## src/rtl/brew_sequencer_if.sv

```systemverilog
// Handshake-free control/status bundle between the brew sequencer and its controller.
// master drives the requests and sensors; slave is the sequencer.
interface brew_sequencer_if;
   logic       start;
   logic [1:0] sz;
   logic       sr;
   logic       sp;
   logic       sn;
   logic       vl;
   logic       temp_ok;
   logic       abort;
   logic       clr;
   logic       aq;
   logic       p;
   logic       m;
   logic       busy;
   logic       done;
   logic [3:0] err;
   logic       tmo;
   logic [2:0] state;

   modport master (
      output start, sz, sr, sp, sn, vl, temp_ok, abort, clr,
      input  aq, p, m, busy, done, err, tmo, state
   );

   modport slave (
      input  start, sz, sr, sp, sn, vl, temp_ok, abort, clr,
      output aq, p, m, busy, done, err, tmo, state
   );
endinterface

```

## src/rtl/brew_sequencer.sv

```systemverilog
// Beverage brew FSM (heat, pump, mix, done) with supply/cup fault latching; Moore outputs, one-edge reaction, no backpressure.
// Optional heat-phase timeout enabled by defining BREW_TIMEOUT_EN.
module brew_sequencer #(
   parameter int PUMP_UNIT = 4,
   parameter int MIX_CYC   = 6,
   parameter int HEAT_TMO  = 64
) (
   input  logic             clk,
   input  logic             rst_n,
   brew_sequencer_if.slave  bus
);

   localparam int CNT_MAX = (PUMP_UNIT * 5 > MIX_CYC) ? PUMP_UNIT * 5 : MIX_CYC;
   localparam int CW      = $clog2(CNT_MAX + 1);

   typedef enum logic [2:0] {
      S_IDLE  = 3'd0,
      S_HEAT  = 3'd1,
      S_PUMP  = 3'd2,
      S_MIX   = 3'd3,
      S_DONE  = 3'd4,
      S_FAULT = 3'd5
   } state_e;

   state_e          state_q, state_d;
   logic [CW-1:0]   cnt_q, cnt_d;
   logic [1:0]      sz_q, sz_d;
   logic [3:0]      err_q, err_d;
   logic            tmo_q, tmo_d;
   logic [CW-1:0]   pump_load;
   logic [CW-1:0]   mix_load;

`ifdef BREW_TIMEOUT_EN
   localparam int HW = $clog2(HEAT_TMO + 1);
   logic [HW-1:0]   heat_q, heat_d;
`endif

   assign pump_load = CW'(PUMP_UNIT * (2 + int'(sz_q)) - 1);
   assign mix_load  = CW'(MIX_CYC - 1);

   always_comb begin
      state_d = state_q;
      cnt_d   = cnt_q;
      sz_d    = sz_q;
      err_d   = err_q;
      tmo_d   = tmo_q;
`ifdef BREW_TIMEOUT_EN
      heat_d  = '0;
`endif
      case (state_q)
         S_IDLE: begin
            if (bus.start) begin
               if (bus.sr && bus.sp && bus.sn && bus.vl) begin
                  state_d = S_HEAT;
                  sz_d    = bus.sz;
               end else begin
                  state_d = S_FAULT;
                  err_d   = {~bus.vl, ~bus.sn, ~bus.sp, ~bus.sr};
               end
            end
         end
         // Abort outranks every other exit from the active phases.
         S_HEAT: begin
            if (bus.abort) begin
               state_d = S_IDLE;
            end else if (bus.temp_ok) begin
               state_d = S_PUMP;
               cnt_d   = pump_load;
`ifdef BREW_TIMEOUT_EN
            end else if (heat_q == HW'(HEAT_TMO - 1)) begin
               state_d = S_FAULT;
               tmo_d   = 1'b1;
               err_d   = 4'b0000;
            end else begin
               heat_d  = heat_q + 1'b1;
`endif
            end
         end
         S_PUMP: begin
            if (bus.abort) begin
               state_d = S_IDLE;
            end else if (!bus.vl) begin
               state_d = S_FAULT;
               err_d   = 4'b1000;
            end else if (cnt_q == '0) begin
               state_d = S_MIX;
               cnt_d   = mix_load;
            end else begin
               cnt_d   = cnt_q - 1'b1;
            end
         end
         S_MIX: begin
            if (bus.abort) begin
               state_d = S_IDLE;
            end else if (!bus.vl) begin
               state_d = S_FAULT;
               err_d   = 4'b1000;
            end else if (cnt_q == '0) begin
               state_d = S_DONE;
            end else begin
               cnt_d   = cnt_q - 1'b1;
            end
         end
         S_DONE: begin
            state_d = S_IDLE;
         end
         S_FAULT: begin
            if (bus.clr) begin
               state_d = S_IDLE;
               err_d   = 4'b0000;
               tmo_d   = 1'b0;
            end
         end
         default: begin
            state_d = S_IDLE;
         end
      endcase
   end

   always_ff @(posedge clk or negedge rst_n) begin
      if (!rst_n) begin
         state_q <= S_IDLE;
         cnt_q   <= '0;
         sz_q    <= 2'b00;
         err_q   <= 4'b0000;
         tmo_q   <= 1'b0;
`ifdef BREW_TIMEOUT_EN
         heat_q  <= '0;
`endif
      end else begin
         state_q <= state_d;
         cnt_q   <= cnt_d;
         sz_q    <= sz_d;
         err_q   <= err_d;
         tmo_q   <= tmo_d;
`ifdef BREW_TIMEOUT_EN
         heat_q  <= heat_d;
`endif
      end
   end

   // Outputs decode straight from flops so reset clears them without a clock.
   assign bus.aq    = (state_q == S_HEAT);
   assign bus.p     = (state_q == S_PUMP);
   assign bus.m     = (state_q == S_MIX);
   assign bus.busy  = (state_q == S_HEAT) || (state_q == S_PUMP) || (state_q == S_MIX);
   assign bus.done  = (state_q == S_DONE);
   assign bus.err   = err_q;
   assign bus.state = state_q;
`ifdef BREW_TIMEOUT_EN
   assign bus.tmo   = tmo_q;
`else
   assign bus.tmo   = 1'b0;
`endif

endmodule

```

## src/flat_wrapper.sv

```systemverilog
// flat-port wrapper written by rule: the top's interface ports become plain ports
module brew_sequencer_flat 
#(
   parameter int PUMP_UNIT = 4,
   parameter int MIX_CYC   = 6,
   parameter int HEAT_TMO  = 64
)
  (clk, rst_n, bus_start, bus_sz, bus_sr, bus_sp, bus_sn, bus_vl, bus_temp_ok, bus_abort, bus_clr, bus_aq, bus_p, bus_m, bus_busy, bus_done, bus_err, bus_tmo, bus_state);
  brew_sequencer_if bus_i ();
  input  logic clk;
  input  logic rst_n;
  input wire logic [$bits(bus_i.start)-1:0] bus_start;
  input wire logic [$bits(bus_i.sz)-1:0] bus_sz;
  input wire logic [$bits(bus_i.sr)-1:0] bus_sr;
  input wire logic [$bits(bus_i.sp)-1:0] bus_sp;
  input wire logic [$bits(bus_i.sn)-1:0] bus_sn;
  input wire logic [$bits(bus_i.vl)-1:0] bus_vl;
  input wire logic [$bits(bus_i.temp_ok)-1:0] bus_temp_ok;
  input wire logic [$bits(bus_i.abort)-1:0] bus_abort;
  input wire logic [$bits(bus_i.clr)-1:0] bus_clr;
  output wire logic [$bits(bus_i.aq)-1:0] bus_aq;
  output wire logic [$bits(bus_i.p)-1:0] bus_p;
  output wire logic [$bits(bus_i.m)-1:0] bus_m;
  output wire logic [$bits(bus_i.busy)-1:0] bus_busy;
  output wire logic [$bits(bus_i.done)-1:0] bus_done;
  output wire logic [$bits(bus_i.err)-1:0] bus_err;
  output wire logic [$bits(bus_i.tmo)-1:0] bus_tmo;
  output wire logic [$bits(bus_i.state)-1:0] bus_state;
  assign bus_i.start = bus_start;
  assign bus_i.sz = bus_sz;
  assign bus_i.sr = bus_sr;
  assign bus_i.sp = bus_sp;
  assign bus_i.sn = bus_sn;
  assign bus_i.vl = bus_vl;
  assign bus_i.temp_ok = bus_temp_ok;
  assign bus_i.abort = bus_abort;
  assign bus_i.clr = bus_clr;
  assign bus_aq = bus_i.aq;
  assign bus_p = bus_i.p;
  assign bus_m = bus_i.m;
  assign bus_busy = bus_i.busy;
  assign bus_done = bus_i.done;
  assign bus_err = bus_i.err;
  assign bus_tmo = bus_i.tmo;
  assign bus_state = bus_i.state;
  brew_sequencer #(.PUMP_UNIT(PUMP_UNIT), .MIX_CYC(MIX_CYC), .HEAT_TMO(HEAT_TMO)) u_core (.clk(clk), .rst_n(rst_n), .bus(bus_i));
endmodule
```

## config.mk

```make
export PLATFORM = sky130hd
export DESIGN_NAME = brew_sequencer_flat
export DESIGN_NICKNAME = d
export VERILOG_FILES = /design/src/rtl/brew_sequencer_if.sv /design/src/rtl/brew_sequencer.sv /design/src/flat_wrapper.sv
export SDC_FILE = /design/constraint.sdc
export NUM_CORES = 1
export LEC_CHECK = 0
export ABC_AREA = 1
export CORE_MARGIN = 3
export CORE_UTILIZATION = 33
export CTS_BUF_LIST = sky130_fd_sc_hd__clkbuf_4
export DETAILED_ROUTE_END_ITERATION = 7
export GPL_TIMING_DRIVEN = 0
export PLACE_DENSITY = 0.65
export SYNTH_ARGS = -nofsm -noshare
export SYNTH_HDL_FRONTEND = slang
export SYNTH_SLANG_ARGS = --single-unit
export TNS_END_PERCENT = 1
```

## constraint.sdc

```tcl
create_clock -name clk -period 1.35 [get_ports clk]
set_input_delay 0.135 -clock clk [delete_from_list [all_inputs] [get_ports clk]]
set_output_delay 0.135 -clock clk [all_outputs]
set_load 0.005 [all_outputs]
```

Word-level counts from Yosys, hierarchy flattened

Cells that the tools add are included.

$add $sub $neg: 3
Equal/unequal tests: 20
Mux-type cells: 27
Bitwise gates (word level): 4
Reduce and logical (&&, ||, !) cells: 14

Operators by type and width:

| operator                                                                 | count |
|---|---|
| 5-bit two-way mux                                                        | 8 |
| 3-bit two-way mux                                                        | 11 |
| 2-bit inequality test (second input constant)                            | 12 |
| 4-bit two-way mux                                                        | 5 |
| 3-bit one-hot mux with 5 select lines                                    | 1 |
| 5-bit one-hot mux with 3 select lines                                    | 1 |
| 4-bit one-hot mux with 3 select lines                                    | 1 |
| 4-bit by 3-bit inequality test with 1-bit output (second input constant) | 2 |
| 8-bit AND reduction                                                      | 1 |
| 3-bit by 2-bit equality test with 1-bit output (second input constant)   | 2 |
| 3-bit equality test (second input constant)                              | 2 |
| 6-bit AND reduction                                                      | 1 |
| 3-bit nonzero test                                                       | 2 |
| 5-bit zero test                                                          | 1 |
| 5-bit AND reduction                                                      | 1 |
| 5-bit by 1-bit subtractor with 5-bit output (second input constant)      | 1 |
| 5-bit by 2-bit subtractor with 5-bit output (second input constant)      | 1 |
| 1-bit inverter                                                           | 4 |
| 2-bit by 2-bit adder with 3-bit output (first input constant)            | 1 |
| 3-bit by 1-bit equality test with 1-bit output (second input constant)   | 1 |
| 1-bit logical AND                                                        | 3 |
| 3-bit zero test                                                          | 1 |
| 3-bit inequality test (second input constant)                            | 1 |
| 3-bit AND reduction                                                      | 1 |
| other kinds (2)                                                          | 3 |

Bits in registers: 14

Logic depth before layout (Yosys ltp)

Gate-level depths: netlist (run 1).

Depth after elaboration: 6
Gate-level depth with buffers: 11
Depth with buffers taken out: 11

Worst setup path after synthesis (run 1)

Ideal clock, no wire load.

Kind: reg2reg
Start point: register u_core.state_q[0], in the netlist u_core.bus.state[0]
End point: register u_core.err_q[3], in the netlist u_core.bus.err[3]
Library setup time: 0.117 ns
Data arrival time: 1.188 ns
Data required time: 1.233 ns
Setup slack: 0.045 ns
Cell stages (with the launch flop): 10
Buffers on the path: 1
Path through: dfrtp_1 buf_4 nor2_2 nand2_1 inv_1 nor2_1 nor2_2 nand2_2 nand2_1 nand2_1

Longest elaborated chain between the ends: 4
Elaborated cells between the ends (all ways): 13
Those cells by class: eq/ne (8); mux (1); reduce/logical (4)

RTL lines:

| element                                                               | line                  | text |
|---|---|---|
| from (decl)                                                           | brew_sequencer.sv:25  | `state_e state_q, state_d;` |
| from (signal assigned)                                                | brew_sequencer.sv:131 | `state_q <= state_d;` |
| 3-bit by 2-bit equality test with 1-bit output                        | brew_sequencer.sv:50  | `case (state_q)` |
| 2-bit OR reduction (no line)                                          | --                    |  |
| 2-bit inequality test (no line) or 3-bit nonzero test (tied branches) | --                    |  |
| 6-bit AND reduction (no line)                                         | --                    |  |
| to (signal assigned)                                                  | brew_sequencer.sv:134 | `err_q <= err_d;` |
| to (decl)                                                             | brew_sequencer.sv:28  | `logic [3:0] err_q, err_d;` |

Parallel ways exist; a longest one is shown, timed or not.
A chain may end at the register's enable or synchronous reset.

Worst setup path after layout (run 1)

Start point: register u_core.state_q[2], in the netlist u_core.bus.state[2]
End point: register u_core.cnt_q[2]

Longest elaborated chain between the ends: 3
Elaborated cells between the ends (all ways): 13
Those cells by class: eq/ne (10); mux (1); reduce/logical (2)

RTL lines:

| element                                                                                                          | line                  | text |
|---|---|---|
| 3-bit by 2-bit equality test with 1-bit output or 3-bit by 1-bit equality test with 1-bit output (tied branches) | brew_sequencer.sv:50  |  |
| 2-bit inequality test (no line) or 3-bit nonzero test (tied branches)                                            | --                    |  |
| 8-bit AND reduction (no line)                                                                                    | --                    |  |
| to (signal assigned)                                                                                             | brew_sequencer.sv:132 | `cnt_q <= cnt_d;` |
| to (decl)                                                                                                        | brew_sequencer.sv:26  | `logic [CW-1:0] cnt_q, cnt_d;` |

Parallel ways exist; a longest one is shown, timed or not.

==> PnR_summary.wiki, run 1 <==
{| class="wikitable"
! Metric !! Value
|-
| Result of the run || complete, but fails checks
|-
| Violations in the final reports || negative setup slack
|-
| Main area contributors after synthesis || sky130_fd_sc_hd__dfrtp_1, sky130_fd_sc_hd__nand2_1, sky130_fd_sc_hd__nand3_1, sky130_fd_sc_hd__inv_1, sky130_fd_sc_hd__nor2_1
|-
| Number of flops mapped to enable cells by yosys || 0
|-
| Die boundary width || 61.25 µm
|-
| Total negative slack for setup checks || -0.7554 ns
|-
| Critical path class || reg -> reg
|-
| Time the final worst path needs with I/O delays and setup || 1.446 ns
|-
| Worst-path cell with the longest stage delay || sky130_fd_sc_hd__dfrtp_2
|-
| Crit end category || flip-flop
|-
| First-pass GRT wire length || 4146 µm
|-
| Path category of the worst min-delay check || in -> async
|-
| Port buffer count || 23
|-
| Worst clock skew || 0.008629 ns
|-
| Hold violation count in the final report || 0
|-
| Overall fraction of global-route tracks in use || 0.1501
|-
| Worst endpoint data arrival time || 1.62 ns
|-
| Number of hold buffers added after CTS || 0
|-
| Largest stage delay on the critical path || 0.43 ns
|-
| Area of the core || 0.002829 mm²
|-
| Required time of the critical path || 1.53 ns
|-
| Worst slack at placement || -0.2235 ns
|-
| Aggregate global routing overflow || 0
|-
| Synthesized netlist cell count || 146
|-
| Area of the die || 0.003751 mm²
|-
| I/O pin total || 25
|-
| CTS H-tree lvls || 1
|-
| Average vias per placed instance || 4.860
|-
| DR vias || 1040
|-
| Diodes inserted || 0
|-
| Number of failing setup endpoints in the final timing report || 15
|-
| Synth Cell Area || 0.001007 mm²
|-
| Critical path startpoint category || flip-flop
|-
| Total half-perimeter wirelength after legalization and detailed placement || 1819 µm
|-
| Maximum operating frequency || 0.6917 GHz
|-
| Fillcell total || 278
|-
| Most repeated cell in the gate-level netlist after synthesis || sky130_fd_sc_hd__nand2_1
|-
| Post-layout nets || 200
|-
| Share of post-route cells with drive strength above 1 || 0.3224
|-
| Antenna violations before repair || 0
|-
| First DRT Iteration DRCs || 28
|-
| CTS tree || yes
|-
| Area growth from synthesis to layout || 46.96%
|-
| Cell area after layout || 0.001480 mm²
|-
| Number of nets produced by synthesis || 161
|-
| DRT antenna net count || 0
|-
| Weighted congestion reported at the end of routability-driven placement || 0.8257
|-
| Sequential fraction of the synthesis area || 0.3478
|-
| Root buffer cell || sky130_fd_sc_hd__clkbuf_4
|-
| Clock buffers created by TritonCTS || 3
|-
| Post-Route WL || 2601 µm
|-
| Yosys Warn Count || 0
|-
| Unrepaired setup endpoints after global routing || yes
|-
| Proportion of netlist area held by the largest area contributor || 0.3478
|-
| Number of global-route vias before repair || 980
|-
| Number of instances in the placed design || 200
|-
| Starting density of the core || 0.3560
|-
| Clock transition at path regs || 0.09 ns
|-
| Maximum Capacitance Violations || 0
|-
| Share of synthesized flip-flops with an asynchronous set or reset || 1.000
|-
| Leading register cell type out of synthesis || sky130_fd_sc_hd__dfrtp_1
|-
| Number of buffers on the longest clock path || 2
|-
| Die Y || 61.25 µm
|-
| Routed wire per std cell || 12.15 µm
|-
| Site row count || 19
|-
| CP Cell Sequence || buf_6, buf_6, buf_6, nor2_4, buf_12, nand3_2, nand2_1, inv_1, nand2_1, nand2_1
|-
| P_leak || 0.7654 nW
|-
| Largest net degree at the start of global routing || 15
|-
| Number of standard cells in the layout, taps in and fillers out || 214
|-
| Max rail drop VDD || 944.4 µV
|-
| Slew HR || 0.5586
|-
| Final Hold Slack || 0.2432 ns
|-
| Final max-slew violation count || 0
|-
| Clk Latency, worst-skew pair || 0.29 ns
|-
| Ratio of final minimum period to clock period || 1.071
|-
| Maximum fanout count along the critical path || 5
|-
| Number of design rule violations left after detail routing || 0
|-
| List of most frequent post-synthesis cells || sky130_fd_sc_hd__nand2_1, sky130_fd_sc_hd__inv_1, sky130_fd_sc_hd__nand3_1, sky130_fd_sc_hd__dfrtp_1, sky130_fd_sc_hd__nor2_1
|-
| Minimum setup slack in the final design || -0.09576 ns
|-
| Transition at the pin with the smallest max-transition slack || 0.6600 ns
|-
| Areal power density over the cells || 2257 mW/mm²
|-
| Drt first pass iters || 4
|-
| Mean post-synth cell area || 6.899 µm²
|-
| Post-synth top area cell || sky130_fd_sc_hd__dfrtp_1
|-
| Post-DP Area || 0.001276 mm²
|-
| Number of distinct standard cells referenced by the synthesized netlist || 24
|-
| Sinks on Clock Net || 14
|-
| Synthesized flop and latch total || 14
|}
-- final timing paths --
path	cells past startpoint	slack, ns	start	endpoint
max reg2reg	10	-0.1	u_core.bus.state[2]$_DFFE_PN0P_	u_core.cnt_q[2]$_DFFE_PN0P_
max in group asynchronous	1	0.64	rst_n	u_core.bus.state[1]$_DFFE_PN0P_
min reg2reg	2	0.48	u_core.bus.err[1]$_DFFE_PN0P_	u_core.bus.err[1]$_DFFE_PN0P_
min	1	0.24	rst_n	u_core.bus.state[0]$_DFFE_PN0P_
max	10	-0.1	u_core.bus.state[2]$_DFFE_PN0P_	u_core.cnt_q[2]$_DFFE_PN0P_
min in group clk	3	0.42	bus_sz[0]	u_core.sz_q[0]$_DFFE_PN0P_
-- sequential cells by signal, summed over array words and instances (netlist names) --
register          flops
u_core.sz_q           2
u_core.bus.err        4
u_core.cnt_q          5
u_core.bus.state      3
-- metal layers --
metal	global-route usage	routed length [µm]
met1	0.1782	1149
met3	0.04822	114
met5	0	0
met4	0.05882	58
met2	0.2508	1278
-- logic make-up after synthesis --
family,Yosys count,share of synthesized area
and+or+nand+nor,99,0.4758
buffers and inverters,20,0.08198
DFF,14,0.3478
AOI/OAI and AO/OA,8,0.04472
adders and majority gates,3,0.03727
xor gates and xnor gates,1,0.008697
other,1,0.003723
-- layout make-up --
class / instances / area [µm²] / area share
inverters: 18 / 80.08 / 0.05410
repair buffers: 34 / 320.3 / 0.2164
plain buffers: 2 / 18.77 / 0.01268
clock buffers: 3 / 22.52 / 0.01522
well taps: 31 / 38.79 / 0.02620
flip-flops and latches: 14 / 352.8 / 0.2384
multi-input cells: 112 / 646.9 / 0.4370
-- placed cells by master (no fill, tap or decap), drive strengths merged --
master and n:
nand2 55, nor2 20, inv 18, nand3 17, buf 17, clkdlybuf4s50 14, dfrtp 14, o21ai 5
clkbuf 4, nand4 3, ha 3, dlymetal6s2s 2, nand3b 2, nor3 1, a21oi 1, xnor2 1
o211ai 1, and2 1, o21bai 1, conb 1, clkdlybuf4s15 1, dlygate4sd2 1
-- per-stage QoR --
step	util	total power, mW
after floorplan	-	1.979
after global placement	0.4511	2.547
after detailed placement	0.4511	2.586
after CTS	0.4909	3.073
after global routing	0.5232	3.687
final	0.5232	3.341
-- worst max-delay path: cells and delay by family, from the launching register on --
family | cells | cell delay (ns)
buffers and inverters | 5 | 0.51
DFF | 1 | 0.43
and+or+nand+nor | 5 | 0.39
-- what timing repair did --
item	in CTS	in global routing
gates resized for setup	38	24
pin swaps	5	11
hold endpoints to repair	0	0
buffers inserted	6	5
endpoints found under the setup margin	18	22
-- report_power, final --
part / switching [mW] / internal, mW / total (mW)
sequential: 0.186 / 0.631 / 0.817
clock: 0.142 / 0.104 / 0.245
combinational: 1.22 / 1.06 / 2.28
total: 1.54 / 1.80 / 3.34
Power figures use the tool's default switching activity.
==> run 2: changes to the inputs <==
CORE_UTILIZATION = 45   (was 33)
PLACE_DENSITY = 0.83   (was 0.65)
==> run 2 against run 1 <==
  * The flow still finishes with violations (negative setup slack)
  * Critical path depth up 1
  * Highest routed layer unchanged
  * Global-route usage up 9.5 points
  * Setup slack worse by 0.063 ns
  * Fmax down 4.2%
  * Clock skew down 0.0053 ns
  * Utilization up 23 points
  * Sequential share of layout area down 1.0 points
  * Register-to-register slack worse by 0.06 ns
  * Largest cell class unchanged
  * Critical path type unchanged
  * Worst hold slack better by 0.0056 ns
==> PnR_summary.wiki, run 2 (synthesized netlist as in run 1, its figures left out) <==
{| class="wikitable"
! Metric !! Value
|-
| Number of flip-flops under the largest register name || 5 (unchanged)
|-
| Minimum setup slack in the final design || -0.1584 ns (-0.06261 ns)
|-
| Length in cells of the worst reg-to-reg path || 11 (+1)
|-
| Drt first pass iters || 4 (unchanged)
|-
| Site row count || 16 (-3)
|-
| Final Hold Slack || 0.2488 ns (+0.005634 ns)
|-
| Number of design rule violations left after detail routing || 0 (unchanged)
|-
| Critical Path End || u_core.bus.err[3]$_DFFE_PN0P_
|-
| Largest net degree at the start of global routing || 15 (unchanged)
|-
| Maximum Capacitance Violations || 0 (unchanged)
|-
| Die Y || 53.31 µm (-13%)
|-
| Path category of the worst min-delay check || in -> async
|-
| Cell family contributing the most delay on the critical path || buffers and inverters
|-
| Die boundary width || 53.31 µm (-13%)
|-
| Critical path launch point || u_core.bus.state[2]$_DFFE_PN0P_
|-
| Area growth from synthesis to layout || 53.42%
|-
| Crit end category || flip-flop
|-
| Final max-slew violation count || 0 (unchanged)
|-
| Area of the core || 0.002042 mm² (-28%)
|-
| CP Cell Sequence || buf_6, inv_6, buf_6, buf_6, nand2_4, inv_2, nor2_2, nor2_2, buf_4, nand3b_1, nand2_1
|-
| DR vias || 1121 (+7.8%)
|-
| Areal power density over the cells || 2349 mW/mm² (+4.1%)
|-
| Hold violation count in the final report || 0 (unchanged)
|-
| Cell area after layout || 0.001545 mm² (+4.4%)
|-
| Number of hold buffers added after CTS || 0 (unchanged)
|-
| Fillcell total || 143 (-49%)
|-
| Reg-to-Reg Start || u_core.bus.state[2]$_DFFE_PN0P_
|-
| Number of instances in the placed design || 196 (-2.0%)
|-
| Post-DP Area || 0.001271 mm² (-0.39%)
|-
| Routed wire per std cell || 14.56 µm (+20%)
|-
| Worst endpoint data arrival time || 1.74 ns (+0.12 ns)
|-
| Stages on worst setup path || 11 (+1)
|-
| Post-layout nets || 203 (+1.5%)
|-
| Unrepaired setup endpoints after global routing || yes
|-
| Clock buffers created by TritonCTS || 3 (unchanged)
|-
| Violations in the final reports || negative setup slack
|-
| Ratio of final minimum period to clock period || 1.117 (+0.04638)
|-
| Diodes inserted || 0 (unchanged)
|-
| Starting density of the core || 0.4933 (+0.1372)
|-
| Maximum fanout count along the critical path || 4 (-1)
|-
| Port buffer count || 23 (unchanged)
|-
| CP dominant cell by count || sky130_fd_sc_hd__buf_6
|-
| Average vias per placed instance || 5.238 (+7.8%)
|-
| Critical path startpoint category || flip-flop
|-
| DRT antenna net count || 0 (unchanged)
|-
| Clock transition at path regs || 0.10 ns (about the same)
|-
| Number of failing setup endpoints in the final timing report || 17 (+2)
|-
| Aggregate global routing overflow || 0 (unchanged)
|-
| Transition at the pin with the smallest max-transition slack || 0.6723 ns (+0.01230 ns)
|-
| Number of global-route vias before repair || 1131 (+15%)
|-
| Max rail drop VDD || 1366 µV (+45%)
|-
| Required time of the critical path || 1.58 ns (+0.05 ns)
|-
| Sequential cell area || 352.8 µm² (unchanged)
|-
| I/O pin total || 25 (unchanged)
|-
| Number of buffers on the longest clock path || 2 (unchanged)
|-
| Worst reg2reg path endpoint || u_core.bus.err[3]$_DFFE_PN0P_
|-
| First-pass GRT wire length || 5002 µm (+21%)
|-
| Maximum operating frequency || 0.6630 GHz (-4.2%)
|-
| Weighted congestion reported at the end of routability-driven placement || 0.9030 (+9.4%)
|-
| CTS H-tree lvls || 1 (unchanged)
|-
| Reg with most FFs || u_core.cnt_q
|-
| CTS tree || yes
|-
| Root buffer cell || sky130_fd_sc_hd__clkbuf_4
|-
| Worst slack at placement || -0.1768 ns (+0.04669 ns)
|-
| Result of the run || complete, but fails checks
|-
| Multi-input gate area || 685.7 µm² (+6.0%)
|-
| Clk Latency, worst-skew pair || 0.28 ns (about the same)
|-
| Total half-perimeter wirelength after legalization and detailed placement || 1784 µm (-1.9%)
|-
| Overall fraction of global-route tracks in use || 0.2454 (+0.09535)
|-
| Most common cell after layout, fill and taps aside || sky130_fd_sc_hd__nand2_1
|-
| Time the final worst path needs with I/O delays and setup || 1.508 ns (+0.06261 ns)
|-
| Crit path buffers/inverters || 6 (+1)
|-
| Largest stage delay on the critical path || 0.44 ns (about the same)
|-
| Antenna violations before repair || 0 (unchanged)
|-
| Number of standard cells in the layout, taps in and fillers out || 214 (unchanged)
|-
| Slew HR || 0.5504 (-0.008226)
|-
| P_leak || 0.7990 nW (+4.4%)
|-
| Commonest cells after routing, fill and taps aside || sky130_fd_sc_hd__nand2_1, sky130_fd_sc_hd__clkdlybuf4s50_1, sky130_fd_sc_hd__nand3_1
|-
| Post-Route WL || 3115 µm (+20%)
|-
| Worst-path cell with the longest stage delay || sky130_fd_sc_hd__dfrtp_2
|-
| Total power of the final layout || 3.629 mW (+8.6%)
|-
| Sinks on Clock Net || 14 (unchanged)
|-
| Share of post-route cells with drive strength above 1 || 0.3369 (+0.01449)
|-
| Worst clock skew || 0.003300 ns (-0.005329 ns)
|-
| Flop2flop setup slack || -0.16 ns (-0.06 ns)
|-
| Area of the die || 0.002842 mm² (-24%)
|-
| Critical path class || reg -> reg
|-
| First DRT Iteration DRCs || 29 (+3.6%)
|}
==> run 2: cell types whose count changed in the layout (fill, tap and decap cells not counted), moves of 2 or more <==
cell                      delta
sky130_fd_sc_hd__buf_4       +3
sky130_fd_sc_hd__nor2_2      -2
sky130_fd_sc_hd__nand2_4     +2
sky130_fd_sc_hd__nor2_4      +2
sky130_fd_sc_hd__nand2_1     -3
==> run 2: area by class of cell <==
| class | instances | share of cell area |
|---|---|---|
| Buffer | 2 | 0.01215 |
| Clock buffer | 3 | 0.01457 |
| Clock inverter | 1 | 0.002429 |
| Inverter | 18 | 0.05344 |
| Multi-Input combinational cell | 112 | 0.4437 |
| Sequential cell | 14 | 0.2283 |
| Tap cell | 27 | 0.02186 |
| Timing Repair Buffer | 37 | 0.2235 |
==> run 2: how the worst min path moves through the flow <==
stage | from | to | slack (ns) | cells past startpoint
finish | rst_n | u_core.bus.state[2]$_DFFE_PN0P_ | 0.25 | 1
global route | rst_n | u_core.bus.err[2]$_DFFE_PN0P_ | 0.29 | 1
CTS | rst_n | u_core.cnt_q[4]$_DFFE_PN0P_ | 0.27 | 1
detailed placement | u_core.sz_q[1]$_DFFE_PN0P_ | u_core.sz_q[1]$_DFFE_PN0P_ | 0.47 | 2
global placement | u_core.bus.err[2]$_DFFE_PN0P_ | u_core.bus.err[2]$_DFFE_PN0P_ | 0.46 | 2
floorplan | rst_n | u_core.bus.err[0]$_DFFE_PN0P_ | -0.16 | 0
==> run 2: what timing repair did <==
item                       in CTS  in global routing
buffers inserted               14                  0
gates resized for setup        53                 14
hold endpoints to repair        0                  0
setup endpoints to repair      21                 21
pin swaps                      14                  3
==> run 2: routing by layer <==
metal  global-route usage  wire length (µm)
met5                    0                 0
met4               0.1362               159
met3              0.05070               174
met2               0.4163              1552
met1               0.2825              1229
==> run 2: power breakdown <==
part	total (mW)	internal [mW]	switching (mW)
combinational	2.54	1.16	1.37
sequential	0.831	0.631	0.199
clock	0.263	0.107	0.156
==> run 2: per-stage QoR <==
step,TNS (ns),utilization
finish,-1.215,0.7567
global route,-2.581,0.7567
CTS,-0.6071,0.7414
detailed placement,-2.123,0.6225
global placement,-1.753,0.6225
floorplan,0,-
==> run 2: worst reg2reg max path, delay by kind of cell (launching register included) <==
| family | cells | cell delay, ns |
|---|---|---|
| buffers and inverters | 6 | 0.63 |
| flip-flops | 1 | 0.44 |
| AND/OR/NAND/NOR | 5 | 0.38 |
==> run 3: changes to the inputs <==
CAP_MARGIN = 20   (was default)
CTS_CLUSTER_DIAMETER = 30   (was default)
RECOVER_POWER = 50   (was default)
==> run 3 against run 2 <==
  * The run still ends with negative setup slack left
  * Utilization did not move
  * Clock-buffer cell count unchanged
  * Worst hold slack better by 0.070 ns
  * Via count is the same
  * Power is essentially flat
  * First-iteration DRC count is the same
  * Die area is the same
  * Setup slack is the same
  * Critical path depth unchanged
  * Register-to-register slack about the same
==> PnR_summary.wiki, run 3 (synthesized netlist as in run 1, its figures left out) <==
{| class="wikitable"
! Metric !! Value
|-
| Clock transition at path regs || 0.10 ns (about the same)
|-
| Reg-to-Reg Start || u_core.bus.state[2]$_DFFE_PN0P_
|-
| Violations in the final reports || negative setup slack
|-
| Clk Latency, worst-skew pair || 0.28 ns (about the same)
|-
| Unrepaired setup endpoints after global routing || yes
|-
| Port buffer count || 23 (unchanged)
|-
| Critical Path End || u_core.bus.err[3]$_DFFE_PN0P_
|-
| Hold violation count in the final report || 0 (unchanged)
|-
| Area of the die || 0.002842 mm² (unchanged)
|-
| Result of the run || complete, but fails checks
|-
| Overall fraction of global-route tracks in use || 0.2454 (unchanged)
|-
| Worst clock skew || 0.003300 ns (unchanged)
|-
| Most common cell after layout, fill and taps aside || sky130_fd_sc_hd__nand2_1
|-
| Critical path class || reg -> reg
|-
| Post-Route WL || 3115 µm (unchanged)
|-
| Ratio of final minimum period to clock period || 1.117 (unchanged)
|-
| Total half-perimeter wirelength after legalization and detailed placement || 1784 µm (unchanged)
|-
| Critical path launch point || u_core.bus.state[2]$_DFFE_PN0P_
|-
| Number of buffers on the longest clock path || 2 (unchanged)
|-
| Number of flip-flops under the largest register name || 5 (unchanged)
|-
| Maximum fanout count along the critical path || 4 (unchanged)
|-
| Crit end category || flip-flop
|-
| Worst reg2reg path endpoint || u_core.bus.err[3]$_DFFE_PN0P_
|-
| Number of hold buffers added after CTS || 0 (unchanged)
|-
| Transition at the pin with the smallest max-transition slack || 0.6789 ns (+0.006657 ns)
|-
| Diodes inserted || 0 (unchanged)
|-
| Clock buffers created by TritonCTS || 3 (unchanged)
|-
| Share of post-route cells with drive strength above 1 || 0.3369 (unchanged)
|-
| Starting density of the core || 0.4933 (unchanged)
|-
| Drt first pass iters || 4 (unchanged)
|-
| Minimum setup slack in the final design || -0.1584 ns (unchanged)
|-
| Path category of the worst min-delay check || in -> async
|-
| Antenna violations before repair || 0 (unchanged)
|-
| P_leak || 0.7992 nW (about the same)
|-
| Commonest cells after routing, fill and taps aside || sky130_fd_sc_hd__nand2_1, sky130_fd_sc_hd__clkdlybuf4s50_1, sky130_fd_sc_hd__nand3_1
|-
| Max rail drop VDD || 1365 µV (about the same)
|-
| DR vias || 1121 (unchanged)
|-
| Site row count || 16 (unchanged)
|-
| Maximum Capacitance Violations || 0 (unchanged)
|-
| First DRT Iteration DRCs || 29 (unchanged)
|-
| CTS H-tree lvls || 1 (unchanged)
|-
| Fillcell total || 143 (unchanged)
|-
| Worst endpoint data arrival time || 1.74 ns (about the same)
|-
| Critical path startpoint category || flip-flop
|-
| Reg with most FFs || u_core.cnt_q
|-
| Number of standard cells in the layout, taps in and fillers out || 214 (unchanged)
|-
| Root buffer cell || sky130_fd_sc_hd__clkbuf_4
|-
| Average vias per placed instance || 5.238 (unchanged)
|-
| Number of failing setup endpoints in the final timing report || 17 (unchanged)
|-
| Post-layout nets || 203 (unchanged)
|-
| Sinks on Clock Net || 14 (unchanged)
|-
| Time the final worst path needs with I/O delays and setup || 1.508 ns (unchanged)
|-
| Number of instances in the placed design || 196 (unchanged)
|-
| I/O pin total || 25 (unchanged)
|-
| Worst slack at placement || -0.1768 ns (unchanged)
|-
| Aggregate global routing overflow || 0 (unchanged)
|-
| Final max-slew violation count || 0 (unchanged)
|-
| Required time of the critical path || 1.58 ns (about the same)
|-
| Length in cells of the worst reg-to-reg path || 11 (unchanged)
|-
| CTS tree || yes
|-
| Largest net degree at the start of global routing || 15 (unchanged)
|-
| Slew HR || 0.5459 (-0.004528)
|-
| Die Y || 53.31 µm (unchanged)
|-
| Areal power density over the cells || 2348 mW/mm² (about the same)
|-
| Number of design rule violations left after detail routing || 0 (unchanged)
|-
| Area growth from synthesis to layout || 53.42% (unchanged)
|-
| Area of the core || 0.002042 mm² (unchanged)
|-
| DRT antenna net count || 0 (unchanged)
|-
| Final Hold Slack || 0.3186 ns (+0.06983 ns)
|-
| Maximum operating frequency || 0.6630 GHz (unchanged)
|-
| Weighted congestion reported at the end of routability-driven placement || 0.9030 (unchanged)
|-
| Die boundary width || 53.31 µm (unchanged)
|-
| Core occupancy in the finished layout || 0.7567 (unchanged)
|-
| First-pass GRT wire length || 5002 µm (unchanged)
|-
| Routed wire per std cell || 14.56 µm (unchanged)
|-
| Number of global-route vias before repair || 1131 (unchanged)
|-
| Flop2flop setup slack || -0.16 ns (about the same)
|}
run 3: cell types whose count changed in the layout (fill, tap and decap cells not counted):
| cell | previous run | this run |
|---|---|---|
| sky130_fd_sc_hd__clkdlybuf4s50_1 | 15 | 14 |
| sky130_fd_sc_hd__dlygate4sd3_1 | 0 | 1 |
run 3: per-layer routing:
metal,up-vias,routed length [µm],global-route usage
met1,521,1229,0.2825
met2,46,1552,0.4163
met5,-,0,0
met3,15,174,0.05070
met4,0,159,0.1362
li1,539,-,-
run 3: metrics by stage:
step                power (mW)  setup TNS (ns)  cell area (µm²)
finish                   3.628          -1.215             1545
CTS                      3.458         -0.6071             1514
floorplan                1.979               0             1007
detailed placement       2.588          -2.123             1271
global placement         2.527          -1.753             1271
global route             3.922          -2.581             1545
run 3: what timing repair did:
action / in CTS / in global routing
setup buffers: 14 / 0
resized for setup: 53 / 14
pin swaps: 14 / 3
setup endpoints to repair: 21 / 21
run 3: worst max-delay path: stages (launching register included):
cell,delay [ns]
sky130_fd_sc_hd__dfrtp_2,0.44
sky130_fd_sc_hd__buf_6,0.14
sky130_fd_sc_hd__inv_6,0.07
sky130_fd_sc_hd__buf_6,0.10
sky130_fd_sc_hd__buf_6,0.11
sky130_fd_sc_hd__nand2_4,0.07
sky130_fd_sc_hd__inv_2,0.07
sky130_fd_sc_hd__nor2_2,0.03
sky130_fd_sc_hd__nor2_2,0.14
sky130_fd_sc_hd__buf_4,0.14
sky130_fd_sc_hd__nand3b_1,0.07
sky130_fd_sc_hd__nand2_1,0.07
run 3: how the worst min path moves through the flow:
stage                                                  to  slack (ns)  cells after the start
final                     u_core.bus.state[2]$_DFFE_PN0P_        0.32                      1
after global routing        u_core.bus.err[2]$_DFFE_PN0P_        0.36                      1
after CTS                     u_core.cnt_q[4]$_DFFE_PN0P_        0.27                      1
after detailed placement       u_core.sz_q[1]$_DFFE_PN0P_        0.47                      2
after global placement      u_core.bus.err[2]$_DFFE_PN0P_        0.46                      2
after floorplan             u_core.bus.err[0]$_DFFE_PN0P_       -0.16                      0
run 3: area by class of cell:
cell class / instances / area [µm²] / area share
Clock buffer: 3 / 22.52 / 0.01457
Clock inverter: 1 / 3.754 / 0.002429
Inverter: 18 / 82.58 / 0.05344
Tap cell: 27 / 33.78 / 0.02186
Timing Repair Buffer: 37 / 345.3 / 0.2235
Multi-Input combinational cell: 112 / 685.7 / 0.4437
Buffer: 2 / 18.77 / 0.01215
Sequential cell: 14 / 352.8 / 0.2283
run 3: power breakdown:
group          internal [mW]  switching (mW)  total [mW]  leakage (nW)
combinational           1.16            1.37        2.53         0.611
clock                  0.107           0.156       0.263        0.0154
sequential             0.631           0.199       0.831         0.173
total                   1.90            1.73        3.63         0.799
